--- src/rtl/dmd_scan_buffer.sv ---
// Double-buffered 32x16 column store that scans one 16-column half onto a dot-matrix panel.
// The front bank is blanked, latched and shown column by column; it swaps with the back bank only at a frame end.
module dmd_scan_buffer #(
  parameter int COL_CYCLES   = 1000,
  parameter int BLANK_CYCLES = 4
) (
  input  logic        CLK,
  input  logic        RESET,
  input  logic        wr_en,
  input  logic [4:0]  wr_col,
  input  logic [15:0] wr_data,
  input  logic        buf_clr,
  input  logic        half_sel,
  output logic [3:0]  dmd_seg,
  output logic [15:0] dmd_column,
  output logic        DMD_CLK,
  output logic        DMD_CLR,
  output logic        frame_tick,
  output logic        swap_pending
);

  localparam int CW = $clog2(COL_CYCLES);
  localparam logic [CW-1:0] CNT_LAST  = CW'(COL_CYCLES - 1);
  localparam logic [CW-1:0] CNT_LATCH = CW'(BLANK_CYCLES);
  localparam logic [CW-1:0] CNT_ZERO  = {CW{1'b0}};
  localparam logic [CW-1:0] CNT_ONE   = CW'(1);

  typedef enum logic [1:0] {
    BLANK = 2'd0,
    LATCH = 2'd1,
    SHOW  = 2'd2
  } scan_state_t;

  logic [15:0] bank [2][32];

  logic        front_sel;
  logic        back_sel;
  logic        half_frame;
  logic        wr_ok;
  logic        wr_last;

  scan_state_t state;
  scan_state_t state_next;
  logic [CW-1:0] cnt;
  logic [CW-1:0] cnt_next;
  logic [3:0]  idx;
  logic [3:0]  idx_next;
  logic        frame_end;

  logic [3:0]  seg_next;
  logic [15:0] col_next;
  logic        clk_next;
  logic        clr_next;
  logic        tick_next;
  logic [15:0] front_word;

  assign back_sel   = ~front_sel;
  // A write coinciding with a clear is dropped, so it cannot arm a swap either.
  assign wr_ok      = wr_en & ~buf_clr;
  assign wr_last    = wr_ok & (wr_col == 5'd31);
  assign front_word = bank[front_sel][{half_frame, idx_next}];

  // Bank storage: reset clears both, clear zeroes the back bank, writes land in the back bank.
  always_ff @(posedge CLK) begin
    if (RESET) begin
      for (int b = 0; b < 2; b++) begin
        for (int w = 0; w < 32; w++) begin
          bank[b][w] <= 16'h0000;
        end
      end
    end else if (buf_clr) begin
      for (int w = 0; w < 32; w++) begin
        bank[back_sel][w] <= 16'h0000;
      end
    end else if (wr_en) begin
      bank[back_sel][wr_col] <= wr_data;
    end
  end

  // Slot counter, column index and scan state.
  always_ff @(posedge CLK) begin
    if (RESET) begin
      cnt   <= CNT_ZERO;
      idx   <= 4'd0;
      state <= BLANK;
    end else begin
      cnt   <= cnt_next;
      idx   <= idx_next;
      state <= state_next;
    end
  end

  // Next slot position and scan-state transitions.
  always_comb begin
    cnt_next   = cnt + CNT_ONE;
    idx_next   = idx;
    frame_end  = 1'b0;
    state_next = state;
    if (cnt == CNT_LAST) begin
      cnt_next  = CNT_ZERO;
      idx_next  = idx + 4'd1;
      frame_end = (idx == 4'd15);
    end else begin
      cnt_next  = cnt + CNT_ONE;
    end
    case (state)
      BLANK:   state_next = (cnt_next == CNT_LATCH) ? LATCH : BLANK;
      LATCH:   state_next = SHOW;
      SHOW:    state_next = (cnt == CNT_LAST) ? BLANK : SHOW;
      default: state_next = BLANK;
    endcase
  end

  // Panel outputs are decoded from the upcoming state so they register in step with it.
  always_comb begin
    seg_next  = dmd_seg;
    col_next  = dmd_column;
    clk_next  = 1'b0;
    clr_next  = 1'b0;
    tick_next = (cnt_next == CNT_LAST) && (idx_next == 4'd15);
    case (state_next)
      BLANK: begin
        clr_next = 1'b1;
        col_next = 16'h0000;
      end
      LATCH: begin
        seg_next = idx_next;
        col_next = front_word;
        clk_next = 1'b1;
      end
      SHOW: begin
        col_next = dmd_column;
      end
      default: begin
        clr_next = 1'b1;
        col_next = 16'h0000;
      end
    endcase
  end

  // Registered panel outputs.
  always_ff @(posedge CLK) begin
    if (RESET) begin
      dmd_seg    <= 4'd0;
      dmd_column <= 16'h0000;
      DMD_CLK    <= 1'b0;
      DMD_CLR    <= 1'b1;
      frame_tick <= 1'b0;
    end else begin
      dmd_seg    <= seg_next;
      dmd_column <= col_next;
      DMD_CLK    <= clk_next;
      DMD_CLR    <= clr_next;
      frame_tick <= tick_next;
    end
  end

  // Bank swap and half selection only move at a frame end; a column-31 write arriving
  // in that same cycle re-arms the swap for the following frame end.
  always_ff @(posedge CLK) begin
    if (RESET) begin
      front_sel    <= 1'b0;
      swap_pending <= 1'b0;
      half_frame   <= half_sel;
    end else begin
      if (frame_end) begin
        half_frame <= half_sel;
        if (swap_pending) begin
          front_sel <= ~front_sel;
        end else begin
          front_sel <= front_sel;
        end
      end else begin
        half_frame <= half_frame;
        front_sel  <= front_sel;
      end
      if (wr_last) begin
        swap_pending <= 1'b1;
      end else if (frame_end) begin
        swap_pending <= 1'b0;
      end else begin
        swap_pending <= swap_pending;
      end
    end
  end

endmodule

--- config.mk ---
export PLATFORM = sky130hd
export DESIGN_NAME = dmd_scan_buffer
export DESIGN_NICKNAME = d
export VERILOG_FILES = /design/src/rtl/dmd_scan_buffer.sv
export SDC_FILE = /design/constraint.sdc
export NUM_CORES = 2
export LEC_CHECK = 0
export CAP_MARGIN = 25
export CORE_ASPECT_RATIO = 1.25
export CORE_UTILIZATION = 40
export CTS_CLUSTER_DIAMETER = 30
export DETAILED_ROUTE_END_ITERATION = 12
export SLEW_MARGIN = 20
export SYNTH_ARGS = -nofsm -noshare
export SYNTH_HDL_FRONTEND = slang
export SYNTH_SLANG_ARGS = --single-unit
--- constraint.sdc ---
create_clock -name CLK -period 7.9 [get_ports CLK]
set_clock_uncertainty 0.05 [all_clocks]
set_input_delay 1.58 -clock CLK [delete_from_list [all_inputs] [get_ports CLK]]
set_output_delay 1.58 -clock CLK [all_outputs]
set_load 0.02 [all_outputs]
==> impl_metrics.tcl <==
set metrics [dict create \
    tns_ns 0 \
    endpoint_kind "flop" \
    io_pins 50 \
    synth_edf_count 1025 \
    rsz0062_at_grt "no" \
    grt_pass1_vias 34320 \
    status "finished, final reports clean" \
    die_area_mm2 0.127 \
    p_leak_nw 19.2 \
    tritoncts "yes" \
    clock-sinks 1067 \
    viasPerCell 6.12 \
    wl_per_cell_um 30.1 \
    drt_iter0_markers 4556 \
    synthTopCellsByCount "nor2_1 (1040), edfxtp_1 (1025), clkbuf_1 (338)" \
    grt_usage_pct 27.0 \
    yosys.area.top_type_share_pct 61.3 \
    start_util_pct 40.6 \
    die_x_um 319 \
    synth.area.top_cells "edfxtp_1 (61%), nor2_1 (7.8%), mux2i_1 (6.7%)" \
    worstSetupPathType "reg -> reg" \
    antenna_found_initial 2 \
    drc 0 \
    required_ns 8.57 \
    core_mm2 0.124 \
    ctsHoldBuffers 0 \
    grt_pass1_wl_um 245000 \
    period_minus_slack_ns 5.73 \
    critPathLaunchType "flop" \
    netlist_area_mm2 0.0502 \
    clk_pin_slew_ns 0.05 \
    n_fill_cell 10657 \
    switching_share_pct 23.0 \
    grt_max_degree 67 \
    grt_overflow 0 \
    synth_nets 4079 \
    rows 144 \
    setup_violations 0 \
    worstMarginPinSlew_ns 1.14 \
    ys_types 75 \
    first_pass_iters 5 \
    clockBufferDepth 3 \
    htreeDepth 4 \
    dpl_cell_area_mm2 0.0527 \
    max_freq_ghz 0.174 \
    total_power_mw 14.8 \
    fin_crit_sh_pct 72.6 \
    drv_slew 0 \
    cp.arrival_ns 6.41 \
    cts_setup_buffers 0 \
    synth-main-ff-cell "edfxtp_1" \
    vdd_drop_max_mv 0.229 \
    yosys_warnings 0 \
    totalWireLength_um 173000 \
    dr_total_vias 35232 \
    synth-async-reset-ratio_pct 0 \
    clkLatencyLatePin_ns 0.80 \
    worstPathMaxFanout 32 \
    fp.dieH_um 398 \
    cts_made_buffers 175 \
    layout-drive-gt1-share_pct 17.4 \
    ant_nets 0 \
    hold_path.class "reg -> reg" \
    p_per_area_mw_per_mm2 252 \
    holdPathStages 2 \
    combinationalPowerShare_pct 4.0 \
    maxSlewHeadroom_pct 23.3 \
    clockPowerShare_pct 51.6 \
    routabilityCongestion 0.934 \
    final_util_pct 47.4 \
    avgSynthCellArea_um2 12.4 \
    post_cts_resized 0 \
    switchingPower_mw 3.40 \
    hold_viol 0 \
    rr_worst_depth 13 \
    antennaDiodeCount 0 \
    port_buffers 49 \
    synth_top_cell_by_area "edfxtp_1" \
    yosysMostFrequentCell "nor2_1" \
    clock-root-buffer "clkbuf_16" \
    dpl.hpwl_um 105000 \
    ys_ff_latch 1067 \
    ys_seq_area_share_pct 63.0 \
    postSynthCellCount 4047 \
    cap_viol_max_count 0 \
    p_seq_share_pct 44.4 \
    final_cell_area_mm2 0.0587 \
    layout.nets 4040 \
    intPower_mw 11.4 \
    syn_to_final_growth_pct 16.9 \
]
-- layout make-up --
| class | instances | area [um^2] | area share [%] |
|---|---|---|---|
| Timing Repair Buffer | 202 | 1770 | 3.01 |
| Multi-Input combinational cell | 2537 | 17300 | 29.5 |
| Tap cell | 1606 | 2010 | 3.42 |
| Sequential cell | 1067 | 31600 | 53.9 |
| Clock buffer | 197 | 4560 | 7.76 |
| Inverter | 25 | 96.3 | 0.164 |
| Clock inverter | 127 | 1350 | 2.29 |
-- placed cells by master, fill, tap and decap left out, drive strengths merged, types with 9 or more instances in the layout --
| master | count |
|---|---|
| dfxtp | 42 |
| edfxtp | 1025 |
| nand2 | 205 |
| o211a | 13 |
| clkinv | 63 |
| a32o | 11 |
| nand2b | 16 |
| a31oi | 22 |
| clkbuf | 197 |
| a311oi | 32 |
| mux2i | 334 |
| nand4 | 10 |
| o221a | 10 |
| a2111o | 17 |
| o2111ai | 13 |
| buf | 154 |
| a221oi | 17 |
| o21ai | 67 |
| a211oi | 61 |
| nor4 | 12 |
| a21oi | 89 |
| mux4 | 129 |
| clkdlybuf4s50 | 48 |
| nor2 | 1040 |
| or2 | 22 |
| inv | 55 |
| a32oi | 25 |
| bufinv | 17 |
| o21bai | 19 |
| o221ai | 9 |
| nor3 | 13 |
| o211ai | 35 |
| clkinvlp | 17 |
| and3 | 102 |
| mux2 | 16 |
| a211o | 13 |
| a22oi | 10 |
| nand3 | 90 |
-- registers in the layout (all words and copies together), names as in the netlist, named ones only --
| name | flops |
|---|---|
| half_frame | 1 |
| idx | 4 |
| state | 2 |
| swap_pending | 1 |
| DMD_CLR | 1 |
| frame_tick | 1 |
| DMD_CLK | 1 |
| front_sel | 1 |
| dmd_seg | 4 |
| dmd_column | 16 |
| cnt | 10 |
| bank | 1024 |
-- metal layers --
metal	vias to the layer above	GRT usage, %	wire length, um
li1	14876	-	-
met1	17741	34.4	64400
met2	2178	42.1	79600
met3	435	6.83	19000
met4	2	15.3	10100
met5	-	0	13
-- power by group through the flow --
stage	clock network, mW	registers (mW)	logic (mW)
final	7.63	6.56	0.589
after global routing	7.90	6.58	0.611
after CTS	7.66	6.56	0.577
after detailed placement	0	6.67	0.576
after global placement	0	6.66	0.566
after floorplan	0	6.64	0.300
-- critical path, stage by stage (launching register included) --
cell,delay [ns]
dfxtp_1,0.65
nand4bb_1,0.64
nor3_4,0.41
buf_4,0.63
nor2_1,0.08
mux2i_1,0.31
ha_1,0.21
nor2b_1,0.15
nor2b_1,0.57
nand2_1,0.20
nor3_2,0.90
o2111ai_1,0.39
o2111ai_1,0.30
a221o_1,0.16
-- final timing paths --
check / startpoint / to / slack, ns
worst max-delay path: cnt[2]$_SDFF_PP0_ / dmd_column[6]$_SDFFE_PP0P_ / 2.17
worst min register to register: swap_pending$_SDFFE_PP0P_ / swap_pending$_SDFFE_PP0P_ / 0.44
worst max register to register: cnt[2]$_SDFF_PP0_ / dmd_column[6]$_SDFFE_PP0P_ / 2.17
worst min-delay path: swap_pending$_SDFFE_PP0P_ / swap_pending$_SDFFE_PP0P_ / 0.44
-- cells by family after synthesis --
group	Yosys count	synth area share, %
adders and majority gates	6	0.150
AOI/OAI and AO/OA	500	7.34
and+or+nand+nor	1540	12.9
xor gates and xnor gates	12	0.209
buffers and inverters	443	3.57
DFF	1067	63.0
muxes	479	12.8
-- stage by stage --
stage | worst slack (ns) | hold slack, ns | cells
6_report | 2.17 | 0.440 | 5761
5_1_grt | 1.94 | 0.482 | 5761
4_1_cts | 2.38 | 0.449 | 5756
3_5_place_dp | 2.42 | 0.442 | 5432
3_3_place_gp | 2.50 | 0.425 | 5421
2_1_floorplan | 3.21 | 0.428 | 4047
(Power assumes the default switching activity.)
